`src/rtl/decoder_2_to_4_buffered.sv`:
```
// decoder_2_to_4_buffered: a 2-to-4 one-hot decoder behind a two-entry
// valid/ready buffer (output register plus skid register), with saturating
// per-line hit counters.
// Latency: 1 cycle from input transfer to out_valid when the buffer is empty.
// Backpressure: in_ready is registered and drops only when both entries are
// full. There is no combinational path from out_ready to in_ready.
//
// Ports:
//   clk, rst_n            clock, synchronous active-low reset
//   in_valid/in_ready     upstream handshake; in_code/in_en are sampled on transfer
//   in_code[1:0], in_en   line index and decode enable (en=0 -> all-zero word)
//   out_valid/out_ready   downstream handshake for out_lines[3:0]
//   clr_cnt               synchronous clear of all hit counters
//   hit_counts            counter k at [k*CNT_W +: CNT_W]
module decoder_2_to_4_buffered #(
  parameter int CNT_W = 8
) (
  input  logic               clk,
  input  logic               rst_n,
  input  logic               in_valid,
  output logic               in_ready,
  input  logic [1:0]         in_code,
  input  logic               in_en,
  output logic               out_valid,
  input  logic               out_ready,
  output logic [3:0]         out_lines,
  input  logic               clr_cnt,
  output logic [4*CNT_W-1:0] hit_counts
);

  typedef enum logic [1:0] {
    EMPTY = 2'd0,
    ONE   = 2'd1,
    TWO   = 2'd2
  } state_t;

  state_t     state, state_nxt;
  logic [3:0] out_word, out_word_nxt;
  logic [3:0] skid_word, skid_word_nxt;
  logic [3:0] dec_word;
  logic       ready_q;
  logic       accept;
  logic       drain;

  logic [CNT_W-1:0] cnt [4];

  assign dec_word  = in_en ? (4'b0001 << in_code) : 4'b0000;
  assign accept    = in_valid & ready_q;
  assign out_valid = (state != EMPTY);
  assign drain     = out_valid & out_ready;
  assign in_ready  = ready_q;
  // The output register may hold a stale word after draining; mask it so
  // the bus reads zero whenever nothing is offered.
  assign out_lines = out_valid ? out_word : 4'b0000;

  always_comb begin
    state_nxt     = state;
    out_word_nxt  = out_word;
    skid_word_nxt = skid_word;
    case (state)
      EMPTY: begin
        if (accept) begin
          state_nxt    = ONE;
          out_word_nxt = dec_word;
        end
      end
      ONE: begin
        if (accept && drain) begin
          // The departing word frees the output register, so the new word
          // goes straight there instead of through the skid register.
          out_word_nxt = dec_word;
        end else if (accept) begin
          state_nxt     = TWO;
          skid_word_nxt = dec_word;
        end else if (drain) begin
          state_nxt = EMPTY;
        end
      end
      TWO: begin
        // ready_q is low here, so no accept can happen.
        if (drain) begin
          state_nxt    = ONE;
          out_word_nxt = skid_word;
        end
      end
      default: begin
        state_nxt = EMPTY;
      end
    endcase
  end

  always_ff @(posedge clk) begin
    if (!rst_n) begin
      state     <= EMPTY;
      ready_q   <= 1'b0;
      out_word  <= 4'b0000;
      skid_word <= 4'b0000;
    end else begin
      state     <= state_nxt;
      // in_ready comes from next state, so it is exactly "not full" with
      // no dependence on this cycle's out_ready.
      ready_q   <= (state_nxt != TWO);
      out_word  <= out_word_nxt;
      skid_word <= skid_word_nxt;
    end
  end

  // Clear has priority over a simultaneous increment.
  always_ff @(posedge clk) begin
    if (!rst_n || clr_cnt) begin
      for (int k = 0; k < 4; k++) begin
        cnt[k] <= '0;
      end
    end else if (drain) begin
      for (int k = 0; k < 4; k++) begin
        if (out_word[k] && (cnt[k] != {CNT_W{1'b1}})) begin
          cnt[k] <= cnt[k] + CNT_W'(1);
        end
      end
    end
  end

  genvar g;
  generate
    for (g = 0; g < 4; g++) begin : g_cnt_out
      assign hit_counts[g*CNT_W +: CNT_W] = cnt[g];
    end
  endgenerate

endmodule

```
`config.mk`:
```
export PLATFORM = sky130hd
export DESIGN_NAME = decoder_2_to_4_buffered
export DESIGN_NICKNAME = d
export VERILOG_FILES = /design/src/rtl/decoder_2_to_4_buffered.sv
export SDC_FILE = /design/constraint.sdc
export NUM_CORES = 1
export LEC_CHECK = 0
export CELL_PAD_IN_SITES_DETAIL_PLACEMENT = 0
export CELL_PAD_IN_SITES_GLOBAL_PLACEMENT = 1
export CORE_ASPECT_RATIO = 1.75
export CORE_UTILIZATION = 36
export DETAILED_ROUTE_END_ITERATION = 10
export GPL_ROUTABILITY_DRIVEN = 0
export PLACE_DENSITY_LB_ADDON = 0.1
export SYNTH_ARGS = -nofsm -noshare
export SYNTH_HDL_FRONTEND = slang
export SYNTH_SLANG_ARGS = --single-unit
```
`constraint.sdc`:
```
create_clock -name clk -period 1.9 [get_ports clk]
set_clock_uncertainty 0.1 [all_clocks]
set_input_delay 0.285 -clock clk [delete_from_list [all_inputs] [get_ports clk]]
set_output_delay 0.285 -clock clk [all_outputs]
set_load 0.005 [all_outputs]
```
==> reports/results.tsv, run 1 <==
stage	metric	value	unit
logic_synthesis	netlist_instances	213	
power	vdd_drop_max	0.447	mV
worst_setup_path	arrival	1.46	ns
worst_setup_path	cp-start-kind	flip-flop	
logic_synthesis	syn_area_per_cell	10.7	um2
worst_setup_path	crit_chain	or2_4, buf_6, and2_2, dlygate4sd2_1	
sta	maxSlewViolCount	0	
worst_setup_path	required	1.51	ns
logic_synthesis	ys_types	36	
power	p_leak	1.20	nW
sta	period_share	97.1	%
sta	fin_crit	1.84	ns
cells_and_area	n_antenna_cell	0	
logic_synthesis	ys_seq_area_share	51.7	%
worst_setup_path	critPathBufInv	2	
cts	numCtsBuffers	5	
sta	fmax	542	MHz
die	die_w	62.2	um
cells_and_area	synthToLayoutAreaGrowth	36.2	%
cts	clockRootBuffer	clkbuf_8	
logic_synthesis	synth_common_cells	nor2_1, edfxtp_1, nand2_1, nand3_1, xnor2_1	
die	core_area	6180	um2
worst_setup_path	r2r-end	cnt[0][4]$_SDFFCE_PN0P_	
worst_setup_path	max_stage_delay	0.32	ns
logic_synthesis	ys_warn_count	0	
sta	worstMarginPinSlew	0.307	ns
routing	drtIter0Drc	57	
worst_setup_path	ff2ff_path_depth	6	
place	dp.cells	361	
sta	finalSetupViolCount	0	
sta	slew_headroom	79.5	%
logic_synthesis	ys.flop_type	edfxtp_1	
logic_synthesis	syn_nets	225	
job	maxCapViolations	0	
sta	hold_slack	0.420	ns
min_path	whs_endpoint	skid_word[2]$_SDFFE_PN0P_	
min_path	holdPathStages	2	
cts	clock-sinks	43	
logic_synthesis	synth.most_common_cell	nor2_1	
cells_and_area	design_area	3110	um2
die	rows	38	
cts	cts_max_level	2	
cts	clock_latency	0.30	ns
routing	drcViolationCount	0	
cells_and_area	final_cells	370	
place	portBuffers	45	
grt	grt_antenna_before_repair	0	
die	pin_count	46	
logic_synthesis	synth_top_area_cell	edfxtp_1	
sta	fin_setup_tns	0	ns
worst_setup_path	reg2reg_slack	0.15	ns
logic_synthesis	yosysTopAreaCellShare	42.0	%
die	die_area	6680	um2
sta	finalHoldViolations	0	
logic_synthesis	synthArstFlopShare	0	%
grt	grt_start_max_net_pins	13	
grt	grt_usage	16.1	%
logic_synthesis	synth_edf_count	32	
grt	grt_pass1_wl	8350	um
place	dpl_cell_area	3010	um2
cts	postCtsHoldBufs	0	
worst_setup_path	path_delay_family	simple AND/OR/NAND/NOR gates	
logic_synthesis	syn_area	2290	um2
routing	wl_per_cell	13.0	um
routing	dr.pass1.iters	6	
sta	rsz0062_at_grt	false	
outcome	status	complete, no violations	
worst_setup_path	crit_type	flip-flop to output pin	
worst_setup_path	r2r_start	cnt[0][0]$_SDFFCE_PN0P_	
logic_synthesis	yosys_register_bits	43	
worst_setup_path	end_kind	output pin	
power	p_per_area	612	nW/um2
cts	cts_buffer_depth	2	
cts	cts_tree	yes	
cells_and_area	drive_gt1_share	18.6	%
routing	routed_wl	4820	um
place	dp_hpwl	3650	um
power	power	1.91	mW
routing	vias	1731	
min_path	worstHoldPathType	flip-flop to flip-flop	
min_path	hp-start	skid_word[2]$_SDFFE_PN0P_	
routing	avgViaCountPerCell	4.68	
routing	ant_nets	0	
die	initial_core_util	37.0	%
cells_and_area	fin_nets	301	
worst_setup_path	slowest_stage	dfxtp_2	
die	die_h	107	um
logic_synthesis	synthTopCellsByArea	edfxtp_1, dfxtp_1, nor2_1	
grt	grt_pass1_vias	1824	
worst_setup_path	crit_fanout	4	
grt	overflow	0	
cts	path_clk_slew	0.07	ns
kinds of logic after synthesis:
| group | after synthesis | share of synthesized area [%] |
|---|---|---|
| xor gates and xnor gates | 24 | 9.20 |
| AOI/OAI and AO/OA | 17 | 5.75 |
| adders and majority gates | 4 | 2.19 |
| muxes | 8 | 3.50 |
| DFF | 43 | 51.7 |
| and+or+nand+nor | 104 | 23.8 |
| buffers and inverters | 13 | 3.94 |
report_power, final:
| part | leakage [nW] | total (mW) | internal, mW | switching, mW |
|---|---|---|---|---|
| clock | 0.0403 | 0.554 | 0.251 | 0.304 |
| sequential | 0.448 | 1.08 | 1.05 | 0.0368 |
| combinational | 0.716 | 0.266 | 0.158 | 0.108 |
| total | 1.20 | 1.91 | 1.46 | 0.448 |
per-stage QoR:
step | util [%] | worst slack [ns]
floorplan | - | 0.0690
global placement | 48.7 | 0.0257
detailed placement | 48.7 | 0.0211
CTS | 50.1 | 0.0131
global route | 50.4 | 0.00657
finish | 50.4 | 0.0560
how the worst max path moves through the flow:
stage                                     to  slack [ns]                     from  cells after the start
floorplan            cnt[0][0]$_SDFFCE_PN0P_        0.07  cnt[0][0]$_SDFFCE_PN0P_                      4
global placement    out_word[3]$_SDFFE_PN0P_        0.03                out_ready                      6
detailed placement   cnt[3][3]$_SDFFCE_PN0P_        0.02                  clr_cnt                      5
CTS                             out_lines[2]        0.01      state[1]$_SDFF_PN0_                      4
global route                    out_lines[2]       0.007      state[0]$_SDFF_PN0_                      4
finish                          out_lines[2]        0.06      state[0]$_SDFF_PN0_                      4
metal layers:
layer | GRT usage (%) | vias up | wire length, um
met3 | 3.28 | 6 | 154
met2 | 30.4 | 34 | 2650
met5 | 0 | - | 0
li1 | - | 889 | -
met1 | 17.1 | 802 | 1930
met4 | 6.98 | 0 | 84
area by class of cell:
cell class | count | area (um2)
inverters | 5 | 18.8
repair buffers | 77 | 706
flip-flops and latches | 43 | 1180
clock buffers | 6 | 72.6
well taps | 80 | 100
fillers | 595 | 3070
clock inverters | 2 | 7.51
multi-input cells | 157 | 1020
worst min-delay path: stages, from the launching register on:
cell	delay (ns)
dfxtp_1	0.33
mux2i_1	0.06
nor2b_1	0.10
layout by cell type, fill, tap and decap left out, types with 3 or more instances in the layout:
| cell type | instances |
|---|---|
| nor2_1 | 37 |
| inv_1 | 5 |
| and3_1 | 3 |
| edfxtp_1 | 32 |
| xnor2_1 | 14 |
| clkbuf_8 | 5 |
| dfxtp_1 | 9 |
| clkdlybuf4s50_1 | 40 |
| nand2b_1 | 4 |
| o21ai_1 | 4 |
| buf_4 | 30 |
| and2_2 | 4 |
| nand3_1 | 15 |
| dlygate4sd2_1 | 3 |
| xor2_1 | 10 |
| nor2_2 | 3 |
| nor2b_1 | 5 |
| o211a_1 | 4 |
| ha_1 | 4 |
| nand2_1 | 15 |
| mux2i_1 | 8 |
registers in the layout, indices dropped and copies added (netlist names):
register and cells:
state 2, out_word 4, in_ready 1, cnt 32
skid_word 4
timing repair:
action / CTS / global route
buffers inserted: 1 / 0
pin swaps: 1 / 1
setup endpoints to repair: 5 / 11
gates resized for setup: 6 / 6
Power figures use the tool's default switching activity.
==> inputs of run 2 (changes only) <==
--- a/config.mk
+++ b/config.mk
@@ -9,6 +9,7 @@
 export CELL_PAD_IN_SITES_GLOBAL_PLACEMENT = 1
 export CORE_ASPECT_RATIO = 1.75
 export CORE_UTILIZATION = 36
+export CTS_CLUSTER_SIZE = 10
 export DETAILED_ROUTE_END_ITERATION = 10
 export GPL_ROUTABILITY_DRIVEN = 0
 export PLACE_DENSITY_LB_ADDON = 0.1
==> results of run 2 <==
The final DEF is identical to that of run 1; final timing and power are the same.
